### config.mk
export PLATFORM = sky130hd
export DESIGN_NAME = multiplier
export DESIGN_NICKNAME = d
export VERILOG_FILES = /design/src/rtl/multiplier.sv
export SDC_FILE = /design/constraint.sdc
export NUM_CORES = 2
export LEC_CHECK = 0
export BUFFER_PORTS_ARGS = -buffer_cell sky130_fd_sc_hd__buf_4
export CAP_MARGIN = 20
export CORE_ASPECT_RATIO = 0.9
export CORE_UTILIZATION = 60
export DETAILED_ROUTE_END_ITERATION = 16
export PLACE_DENSITY = 0.77
export SETUP_SLACK_MARGIN = 0.3
export SYNTH_ARGS = -nofsm -noshare
export SYNTH_HDL_FRONTEND = slang
export SYNTH_SLANG_ARGS = --single-unit
### constraint.sdc
create_clock -name clk_in -period 31.4 [get_ports clk_in]
set_input_delay 4.71 -clock clk_in [delete_from_list [all_inputs] [get_ports clk_in]]
set_output_delay 4.71 -clock clk_in [all_outputs]
set_load 0.02 [all_outputs]
### src/rtl/multiplier.sv
// multiplier: fully pipelined WIDTH x WIDTH integer multiplier, 2*WIDTH-bit product,
// fixed latency of 3 rising edges, one operand pair accepted every clock.
//   S1: register operands
//   S2: register four half-width partial products (one multiply stage each)
//   S3: register the recombined full-width product on pdt
// Configuration macro: MULT_SIGNED_EN
//   undefined -> unsigned operands and product (default)
//   defined   -> two's complement operands and product
// WIDTH must be even and >= 4.
module multiplier #(
  parameter int WIDTH = 40
) (
  input  logic                 clk_in,
  input  logic                 rst_in,
  input  logic [WIDTH-1:0]     a,
  input  logic [WIDTH-1:0]     b,
  output logic [2*WIDTH-1:0]   pdt
);

  localparam int H  = WIDTH / 2;   // half-operand width
  localparam int PW = 2 * H;       // partial-product width
  localparam int OW = 2 * WIDTH;   // product width

`ifdef MULT_SIGNED_EN
  // Upper halves carry the operand sign; lower halves are always magnitudes.
  localparam logic SGN = 1'b1;
`else
  localparam logic SGN = 1'b0;
`endif

  // Multiply two (H+1)-bit signed values. Each operand is a half widened by one
  // bit (zero for unsigned halves, sign for signed halves), so one helper serves
  // the unsigned, signed and mixed-sign partial products. Every exact result fits
  // in PW bits of two's complement, so the low PW bits are the partial product.
  function automatic logic [PW-1:0] half_mul(input logic [H:0] x, input logic [H:0] y);
    logic [2*H+1:0] xe;
    logic [2*H+1:0] ye;
    logic [2*H+1:0] pr;
    xe = {{(H+1){x[H]}}, x};
    ye = {{(H+1){y[H]}}, y};
    pr = xe * ye;
    return pr[PW-1:0];
  endfunction

  // Widen a partial product to the full product width, sign-extending only when
  // the term is signed.
  function automatic logic [OW-1:0] widen(input logic [PW-1:0] p, input logic s);
    return {{(OW-PW){s & p[PW-1]}}, p};
  endfunction

  // S1 operand registers
  logic [WIDTH-1:0] r_a;
  logic [WIDTH-1:0] r_b;

  // S2 partial-product registers
  logic [PW-1:0] r_pll;
  logic [PW-1:0] r_plh;
  logic [PW-1:0] r_phl;
  logic [PW-1:0] r_phh;

  // S3 product register
  logic [OW-1:0] r_pdt;

  // Half splits of the registered operands, extended by one bit
  logic [H:0] w_al_x;
  logic [H:0] w_ah_x;
  logic [H:0] w_bl_x;
  logic [H:0] w_bh_x;

  // Partial products feeding S2
  logic [PW-1:0] w_pll;
  logic [PW-1:0] w_plh;
  logic [PW-1:0] w_phl;
  logic [PW-1:0] w_phh;

  // Recombined product feeding S3
  logic [OW-1:0] w_sum;

  // Split registered operands into halves; only the high halves may be signed.
  always_comb begin
    w_al_x = {1'b0, r_a[H-1:0]};
    w_bl_x = {1'b0, r_b[H-1:0]};
    w_ah_x = {SGN & r_a[WIDTH-1], r_a[WIDTH-1:H]};
    w_bh_x = {SGN & r_b[WIDTH-1], r_b[WIDTH-1:H]};
  end

  // Form the four half-width partial products.
  always_comb begin
    w_pll = half_mul(w_al_x, w_bl_x);
    w_plh = half_mul(w_al_x, w_bh_x);
    w_phl = half_mul(w_ah_x, w_bl_x);
    w_phh = half_mul(w_ah_x, w_bh_x);
  end

  // Recombine at full width. pLL is always unsigned; the cross terms and pHH are
  // signed in the signed build. Summing cross terms after widening keeps the
  // middle-sum carry into bit 2H+1. Wrap at OW bits is exact because the true
  // product always fits.
  always_comb begin
    w_sum = widen(r_pll, 1'b0)
          + (widen(r_plh, SGN) << H)
          + (widen(r_phl, SGN) << H)
          + (widen(r_phh, SGN) << PW);
  end

  // S1: capture the operand pair presented this cycle.
  always_ff @(posedge clk_in or posedge rst_in) begin
    if (rst_in) begin
      r_a <= {WIDTH{1'b0}};
      r_b <= {WIDTH{1'b0}};
    end else begin
      r_a <= a;
      r_b <= b;
    end
  end

  // S2: register the partial products of the S1 pair.
  always_ff @(posedge clk_in or posedge rst_in) begin
    if (rst_in) begin
      r_pll <= {PW{1'b0}};
      r_plh <= {PW{1'b0}};
      r_phl <= {PW{1'b0}};
      r_phh <= {PW{1'b0}};
    end else begin
      r_pll <= w_pll;
      r_plh <= w_plh;
      r_phl <= w_phl;
      r_phh <= w_phh;
    end
  end

  // S3: register the final product so pdt is glitch-free for a full cycle.
  always_ff @(posedge clk_in or posedge rst_in) begin
    if (rst_in) begin
      r_pdt <= {OW{1'b0}};
    end else begin
      r_pdt <= w_sum;
    end
  end

  assign pdt = r_pdt;

endmodule

## Word-level counts from Yosys, hierarchy flattened

Index checks and enable logic that the tools add are counted.
Widths: inputs -> output; s select.

| cells by class | value |
|---|---|
| add/subtract/negate cells | 3 |
| multipliers | 4 |

Operators by type and width:

| cell | number |
|---|---|
| $mul 20x20->40 | 4 |
| $add 62x80->80 | 1 |
| $add 61x60->62 | 1 |
| $add 40x60->61 | 1 |

| storage, ports and cells | value |
|---|---|
| input port bits | 82 |
| flip-flop bits (word level) | 320 |
| word-level logic and storage cells | 14 |
| output and inout bits | 80 |

## Longest topological paths before layout

| depth | value |
|---|---|
| depth in word-level cells | 3 |
| mapped depth | 28 |
| mapped depth without buffers | 26 |

## Worst setup path after synthesis

Ideal clock, no wire load.

| timing path | value |
|---|---|
| path type | register to register |
| start | register r_a[10] |
| end | register r_pll[36] |
| path slack | 24638 ps |
| required time | 31320 ps |
| buffers on the path | 1 |
| clock period less this slack | 6762 ps |
| stages on the path, launching flop included | 27 |
| setup time | 80 ps |
| data arrival time | 6682 ps |
| path through | dfrtp_1 -> clkbuf_1 -> and2_1 -> fa_1 -> fa_1 -> inv_1 -> fa_1 -> inv_1 -> fa_1 -> inv_1 -> fa_1 -> inv_1 -> fa_1 -> inv_1 -> fa_1 -> inv_1 -> ha_1 -> a21o_1 -> a311o_1 -> a221oi_2 -> o21ai_2 -> a221o_1 -> a21o_1 -> nand2_1 -> nor2_1 -> o41ai_2 -> xnor2_1 |

| on the way | value |
|---|---|
| longest elaborated chain between the ends | 1 |

RTL lines:

| item | line | source |
|---|---|---|
| start: declaration | 52 | `logic [WIDTH-1:0] r_a;` |
| start signal: assignment | 109 | `r_a <= {WIDTH{1'b0}};` |
| $mul 20x20->40 | 41 | `pr = xe * ye;` |
| net w_pll[36] | 71 | `logic [PW-1:0] w_pll;` |
| end signal: assignment | 120 | `r_pll <= {PW{1'b0}};` |
| end signal: assignment | 125 | `r_pll <= w_pll;` |
| end: declaration | 56 | `logic [PW-1:0] r_pll;` |

The timed path passes the listed nets, and every way through them passes these cells.

## Worst setup path after layout

| timing path | value |
|---|---|
| start | register r_b[24] |
| end | register r_plh[39] |

| on the way | value |
|---|---|
| longest elaborated chain between the ends | 1 |

RTL lines:

| item | line | source |
|---|---|---|
| start: declaration | 53 | `logic [WIDTH-1:0] r_b;` |
| start signal: assignment | 110 | `r_b <= {WIDTH{1'b0}};` |
| $mul 20x20->40 | 41 |  |
| net w_plh[39] | 72 | `logic [PW-1:0] w_plh;` |
| end signal: assignment | 121 | `r_plh <= {PW{1'b0}};` |
| end signal: assignment | 126 | `r_plh <= w_plh;` |
| end: declaration | 57 | `logic [PW-1:0] r_plh;` |

The timed path passes the listed nets, and every way through them passes these cells.

==> impl_results.md <==
* Synth Warn # at 0
* Synthesized net count at 8,993
* Vert. Die Dim at 315 um
* Vias in the first global route at 50,513
* I/O Buffers at 161
* Final Cycle Share at 24.9%
* Starting Density at 60.7%
* Critical Path End Type: register
* First-pass GRT wire length at 274,000 um
* Clk Latency, worst-skew pair at 0.64 ns
* WL/cell at 20.5 um
* Clock transition at path regs at 0.06 ns
* Ports at 162
* Postcts setup bufs at 0
* CP required at 31.92 ns
* Crit path DAT at 8.35 ns
* Core area at 108,000 um2
* Die area at 110,000 um2
* Post-CTS sizing at 0
* Placer Congestion at 0.927
* TritonCTS clock tree: built
* Area after DPL at 67,500 um2
* Clk_skew at 0.0550 ns
* Final Hold Viols at 0
* Row count at 114
* Post-DP HPWL at 127,000 um
* Startpoint Class: register
* Total wire length at 171,000 um
* Yosys reg bits at 320
* DIE WIDTH at 350 um
* Clock Tree Root: clkbuf_16
* Fin crit period at 7.82 ns
* Tightest Pin Transition at 1.15 ns
* Unrepaired setup endpoints after global routing: false
* Layout cells sized above 1 at 5.11%
* Grt total ovfl at 0
* Status: finished clean
* Fin nets at 8,919
* Post-route DRC at 0
* Maxcap violations at 0
* Number of enable flip-flop cells after synthesis at 0
* Post-synthesis cell count at 6,928
* Largest net degree at the start of global routing at 92
* Commonest non-fill, non-tap cells in the layout: inv_1 (1,431), fa_1 (1,302), and2_1 (870)
* F_max at 128 MHz
* CP Class: register to register
* Post-route cell area at 69,000 um2
* CTS buffer count at 40
* CP max FO at 29
* TritonCTS Sinks at 320
* Final setup fails at 0
* Setup total negative slack at 0 ns
* Netlist cell types at 74
* Top FF cell, synth: dfrtp_1
* Drt first pass iters at 6
* CTS hold repair buffers at 0
* H-Tree Level Count at 2
* Antenna violations before repair at 17
* GRT Total Usage at 32.4%
* Filler cells at 8,728
* Vias at 47,279
* Initial DRC Count at 3,707
* Max Root-Sink Buffers at 3
* Post-Synthesis Cell Area at 65,200 um2
* FFs w/ async S/R, synth at 100%
* Post-DR vias/cell at 5.67
* Fin. max-slew vios at 0
* Commonest non-fill, non-tap cell in the layout: inv_1
* Area Overhead vs Synth at 5.73%
* Class of the worst hold path: register to register
* Sequential area share after synthesis at 12.3%
* Slew HR at 23.3%
* Avg Cell Area, Syn at 9.42 um2
* Post-DRT Antenna Nets at 0
[flip-flops by register name (all words and copies together), names as in the netlist]
name   count
pdt       80
r_phl     40
r_plh     40
r_a       40
r_pll     40
r_b       40
r_phh     40
[stage by stage]
step	hold WS (ns)	cells	utilization [%]	worst slack, ns
floorplan	0.331	6928	-	17.83
global route	0.356	8334	64.1	23.25
finish	0.346	8339	64.1	23.58
CTS	0.350	8332	64.1	23.67
global placement	0.335	8260	62.8	23.78
detailed placement	0.336	8260	62.8	23.65
[synth_stat cells (4+ instances only)]
cell type  number  share of area, %
inv_1        1432               8.2
fa_1         1302                40
and2_1        870               8.3
nand2_1       847               4.9
ha_1          681                13
clkbuf_1      352               2.0
dfrtp_1       320                12
a21oi_1       171               1.3
xnor2_1       144               1.9
nor2_1        126              0.72
a21o_1        110               1.3
o21ai_0       109              0.84
xor2_1         77               1.0
nand3_1        36              0.28
nand4_1        35              0.34
a211oi_1       27              0.31
nand2b_1       26              0.25
a31oi_1        25              0.24
nor3_1         25              0.19
and3_1         22              0.21
nor2b_1        20              0.19
o21a_1         20              0.23
o21bai_1       20              0.23
o21ai_1        14              0.11
o211ai_1        9              0.10
o31ai_1         9              0.10
a221o_1         6             0.092
or2_2           6             0.058
a221oi_1        5             0.067
a21boi_0        4             0.046
a31o_2          4             0.054
and4_1          4             0.054
[cell families after synthesis]
logic type               Yosys count  share of synthesized area (%)
flip-flops                       320                           12.3
buffers and inverters           1787                           10.3
AND/OR/NAND/NOR                 2039                           15.8
XOR/XNOR                         221                           2.97
adder cells (fa/ha/maj)         1983                           53.0
AO/OA/AOI/OAI                    578                           5.69
[critical path, cell delays in order, from the launching register on]
cell and delay, ns:
dfrtp_1 0.57, buf_4 0.38, and2_1 0.20, fa_1 0.44, fa_1 0.51, inv_1 0.05, fa_1 0.47, inv_1 0.05
fa_1 0.49, inv_1 0.05, fa_1 0.53, inv_1 0.05, fa_1 0.47, inv_1 0.05, fa_1 0.48, inv_1 0.04
ha_1 0.35, a21oi_1 0.24, o21ai_0 0.18, a21oi_1 0.20, o211ai_1 0.12, a31oi_1 0.49, a211oi_1 0.20, o41ai_2 0.52
o21ai_0 0.18, a21oi_1 0.22, xnor2_1 0.15
[per-layer routing]
layer | global-route usage, % | routed length, um
met1 | 42.6 | 66900
met4 | 12.4 | 7100
met5 | 0 | 113
met2 | 51.8 | 79500
met3 | 8.15 | 17700
[final cells by class]
cell class / count / area [um2] / area share (%)
repair buffers: 239 / 1810 / 2.63
diodes: 5 / 12.5 / 0.0181
flip-flops and latches: 320 / 8030 / 11.6
well taps: 1450 / 1810 / 2.63
clock inverters: 22 / 307 / 0.444
inverters: 1432 / 5380 / 7.80
multi-input cells: 4821 / 50500 / 73.2
clock buffers: 50 / 1100 / 1.59
[path summary, 6_finish.rpt]
path | startpoint | to | slack, ns | depth (start not counted)
max | r_b[24] | r_plh[39] | 23.58 | 26
min | r_pll[0] | pdt[0] | 0.35 | 0
max reg2reg | r_b[24] | r_plh[39] | 23.58 | 26
min reg2reg | r_pll[0] | pdt[0] | 0.35 | 0
max in group asynchronous | rst_in | r_phh[8] | 25.11 | 4
min in group asynchronous | rst_in | pdt[36] | 4.17 | 2
Power is not shown: default switching activity piles up to over one toggle a cycle in this logic, so the estimate is an artifact.
